### src/rtl/flash_sample_reader.sv
// Streams 16-bit audio samples out of 32-bit flash words: one Avalon read feeds two
// sample ticks, with halfword order picked by the playback direction.
module flash_sample_reader #(
  parameter int FLASH_AW = 23
) (
  input  logic                clk,
  input  logic                reset_n,
  input  logic                sample_tick,
  input  logic [31:0]         curr_addr,
  input  logic                forward,
  input  logic                flush,
  output logic                flash_mem_read,
  output logic [FLASH_AW-1:0] flash_mem_address,
  output logic [3:0]          flash_mem_byteenable,
  input  logic                flash_mem_waitrequest,
  input  logic [31:0]         flash_mem_readdata,
  input  logic                flash_mem_readdatavalid,
  output logic [15:0]         audio_data,
  output logic                sample_valid,
  output logic                addr_advance,
  output logic                overrun
);

  typedef enum logic [1:0] {IDLE, REQ, WAIT_DATA, HALF_READY} state_t;

  state_t      state, nxt_state;
  logic        tick_d, tick_edge;
  logic        fwd, discard;
  logic [15:0] held;
  logic        start_rd, ld_first, ld_second, set_ovr, set_discard;

  assign tick_edge = sample_tick & ~tick_d;

  if (FLASH_AW < 32) begin : g_unused
    logic unused_hi;
    assign unused_hi = ^curr_addr[31:FLASH_AW];
  end

  always_ff @(posedge clk or negedge reset_n) begin
    if (!reset_n) state <= IDLE;
    else          state <= nxt_state;
  end

  always_comb begin
    nxt_state   = state;
    start_rd    = 1'b0;
    ld_first    = 1'b0;
    ld_second   = 1'b0;
    set_ovr     = 1'b0;
    set_discard = 1'b0;
    case (state)
      IDLE: if (!flush && tick_edge) begin
        nxt_state = REQ;
        start_rd  = 1'b1;
      end
      REQ: begin
        // the transaction must finish even when flushed; only its data is dropped
        set_ovr     = tick_edge & ~flush;
        set_discard = flush;
        if (!flash_mem_waitrequest) nxt_state = WAIT_DATA;
      end
      WAIT_DATA: begin
        set_ovr = tick_edge & ~flush;
        if (flash_mem_readdatavalid) begin
          nxt_state = (flush || discard) ? IDLE : HALF_READY;
          ld_first  = ~(flush | discard);
        end else begin
          set_discard = flush;
        end
      end
      HALF_READY: begin
        if (flush) nxt_state = IDLE;
        else if (tick_edge) begin
          nxt_state = IDLE;
          ld_second = 1'b1;
        end
      end
      default: nxt_state = IDLE;
    endcase
  end

  always_comb begin
    flash_mem_read       = (state == REQ);
    flash_mem_byteenable = 4'hF;
  end

  always_ff @(posedge clk or negedge reset_n) begin
    if (!reset_n) begin
      tick_d            <= 1'b0;
      fwd               <= 1'b0;
      discard           <= 1'b0;
      held              <= '0;
      flash_mem_address <= '0;
      audio_data        <= '0;
      sample_valid      <= 1'b0;
      addr_advance      <= 1'b0;
      overrun           <= 1'b0;
    end else begin
      tick_d       <= sample_tick;
      sample_valid <= ld_first | ld_second;
      addr_advance <= ld_second;
      if (set_ovr) overrun <= 1'b1;
      if (start_rd) begin
        flash_mem_address <= curr_addr[FLASH_AW-1:0];
        fwd               <= forward;
        discard           <= 1'b0;
      end else if (set_discard) begin
        discard <= 1'b1;
      end
      if (ld_first) begin
        audio_data <= fwd ? flash_mem_readdata[15:0]  : flash_mem_readdata[31:16];
        held       <= fwd ? flash_mem_readdata[31:16] : flash_mem_readdata[15:0];
      end
      if (ld_second) audio_data <= held;
    end
  end

endmodule
### config.mk
export PLATFORM = sky130hd
export DESIGN_NAME = flash_sample_reader
export DESIGN_NICKNAME = d
export VERILOG_FILES = /design/src/rtl/flash_sample_reader.sv
export SDC_FILE = /design/constraint.sdc
export NUM_CORES = 1
export LEC_CHECK = 0
export CORE_MARGIN = 1
export CORE_UTILIZATION = 47
export DETAILED_ROUTE_END_ITERATION = 16
export GPL_TIMING_DRIVEN = 0
export PLACE_DENSITY = 0.94
export SLEW_MARGIN = 30
export SYNTH_ARGS = -nofsm -noshare
export SYNTH_HDL_FRONTEND = slang
export SYNTH_SLANG_ARGS = --single-unit
### constraint.sdc
create_clock -name clk -period 2.63 [get_ports clk]
set_input_delay 0.526 -clock clk [delete_from_list [all_inputs] [get_ports clk]]
set_output_delay 0.526 -clock clk [all_outputs]
set_load 0.1 [all_outputs]
==> results by group <==
GRT
  • First-pass GRT wire length: 12,200 um
  • Largest net degree at the start of global routing: 43
  • Gr ovfl total: 0
  • Initial antenna violation count: 0
  • Vias in the first global route: 2,510
  • GRT Total Usage: 24.9%

Hold path
  • Hold WC Path Type: input pin to asynchronous set/reset pin

Route
  • Initial DRC count: 148
  • DRC viols: 0
  • Wl on met1: 3180 um
  • Top Layer Used: met4
  • Routed wire length: 7910 um
  • Via density: 5.22
  • Detailed-router iteration count before antenna repair: 4
  • WL met3: 635 um
  • ANT nets after route: 0
  • WL/cell: 16.9 um
  • Vias: 2,437
  • Metal2 WL: 3970 um

CTS
  • Cts repair resizes: 1
  • Post-CTS setup repair buffer count: 0
  • Max clock buf depth: 2
  • Root Driver: clkbuf_8
  • H-tree levels: 3
  • CTS clk-pin slew, worst paths: 0.07 ns
  • TritonCTS Sinks: 63
  • TritonCTS Buffers: 9
  • Cts hold-fix bufs: 0
  • TritonCTS clock tree: built
  • Clk Latency, worst-skew pair: 0.34 ns

Yosys
  • Async S/R FF share, synth: 100%
  • Count of flip-flops with a built-in enable after synthesis: 0
  • Seq/Total Area, Yosys: 51.6%
  • Synth Instances: 266
  • Synth Area per Inst: 11.5 um2
  • Netlist cell types: 28
  • Yosys warns: 0
  • Most common library cells after synthesis: dfrtp_1, mux2i_1, nand2_1, o21ai_1, mux2_4
  • Share of the synthesized area in the top cell type: 51.6%
  • Seq cells post-synth: 63
  • Synth area leader: dfrtp_1
  • Prevailing post-synth register cell: dfrtp_1
  • Post-synthesis cell area: 3060 um2
  • Synth area leaders: dfrtp_1, mux2i_1, mux2_4, o21ai_1, nand2_1
  • Most common cell in the netlist: dfrtp_1

STA
  • Setup-failing EPs final: 0
  • Achievable Freq: 403 MHz
  • Final hold vios: 0
  • RSZ-0062 raised after global routing: false
  • Fin Clk Skew: 0.00505 ns
  • Final period util: 94.2%
  • Worst Setup Slack, final: 0.151 ns
  • Min Tclk post-route: 2.48 ns
  • Worst Tran Pin Value: 1.00 ns
  • Worst slew margin: 32.9%
  • Final Slew Violations: 0

Worst setup path
  • Startpoint Class: flop
  • Crit path kind: flop to primary output
  • Worst-path fanout max: 5
  • Worst Path Required: 2.10 ns
  • Setup slack, reg-to-reg: 0.70 ns
  • Crit path capture type: primary output
  • Arrival @ worst endpoint: 1.95 ns

Die
  • Die W: 82.6 um
  • Area of the die: 6830 um2
  • Num rows: 29
  • I/O pins: 118
  • Core area: 6310 um2
  • Initial Utilization: 48.4%
  • Chip height: 82.6 um

Layout
  • Final Non-Filler Cells: 467
  • Seq. cell area: 1580 um2
  • Final Instance Area: 4460 um2
  • Area occupied by multi-input gates: 1330 um2
  • Layout Area Growth over Synthesis: 46.0%
  • Share of layout cells above drive strength 1: 15.9%
  • N_diodes: 0
  • Final core utilization: 70.7%
  • Fill count: 454
  • Final #Nets: 463

Place
  • Pre-CTS WS: 0.223 ns
  • DP Cell Count: 451
  • Placer congestion estimate: 0.755
  • I/O Buffers: 104
  • Dpl cell area: 4220 um2
  • Final HPWL DP: 5870 um

Run
  • Max-cap violation count: 0

Outcome
  • Status: complete, no violations
[area by class of cell]
| type | count | area share [%] |
|---|---|---|
| plain buffers | 21 | 3.28 |
| clock buffers | 10 | 3.08 |
| clock inverters | 6 | 2.41 |
| inverters | 3 | 0.252 |
| multi-input cells | 182 | 29.9 |
| flip-flops and latches | 63 | 35.3 |
| well taps | 77 | 2.16 |
| repair buffers | 105 | 23.6 |
[metrics by stage]
step	setup TNS, ns	hold WS [ns]
final	0	0.0698
after global routing	0	0.0661
after CTS	0	0.0617
after detailed placement	0	0.433
after global placement	-55.96	0.442
after floorplan	0	0.230
[path summary, 6_finish.rpt]
check / from / endpoint / cells past startpoint
worst max-delay path: state[1]$_DFFE_PN0P_ / flash_mem_read / 3
worst min-delay path: reset_n / flash_mem_address[16]$_DFFE_PN0P_ / 1
worst max register to register: state[0]$_DFFE_PN0P_ / audio_data[1]$_DFFE_PN0P_ / 7
worst min register to register: overrun$_DFFE_PN0P_ / overrun$_DFFE_PN0P_ / 1
max in group asynchronous: reset_n / held[14]$_DFFE_PN0P_ / 2
min in group clk: overrun$_DFFE_PN0P_ / overrun$_DFFE_PN0P_ / 1
[state kept, by name (all words and copies together), names as in the netlist, 2 cells and up]
signal,flops
audio_data,16
flash_mem_address,23
state,2
held,16
[cells in the final DEF (no fill, tap or decap)]
cell type,n
a21oi_1,16
nand2b_4,1
and4bb_1,1
clkdlybuf4s50_1,101
nand2_1,33
nor2_2,1
mux2_4,19
clkbuf_8,10
a31o_1,1
inv_1,3
mux2i_1,33
dfrtp_1,63
a31oi_1,1
a222oi_1,1
buf_4,8
o31a_1,1
o21ai_1,33
buf_2,10
and2_4,1
nor3b_2,1
nor2b_1,1
dlygate4sd2_1,1
or2_1,1
nor3b_1,1
clkbuf_1,1
buf_12,1
buf_6,4
nor2_1,18
mux2_1,5
conb_1,4
bufinv_16,3
a21o_1,2
clkinvlp_4,1
ha_1,7
clkinv_2,2
[critical path, cell delays in order (launching register included)]
cell and delay, ns:
dfrtp_1 0.44, inv_1 0.17, ha_1 0.16, dlygate4sd2_1 0.84
[cells by family after synthesis]
group / count (synthesis) / share of synthesized area (%)
adders and majority gates: 7 / 2.87
DFF: 63 / 51.6
and+or+nand+nor: 59 / 8.68
other: 1 / 0.123
muxes: 57 / 22.0
AOI/OAI and AO/OA: 55 / 9.62
buffers and inverters: 24 / 5.16
[metal layers]
metal  GRT usage [%]  vias up
met1            29.0     1166
met3            9.12       17
li1                -     1142
met5               0        -
met4            8.79        0
met2            42.0      112
Power is not shown: default switching activity piles up to over one toggle a cycle in this logic, so the estimate is an artifact.
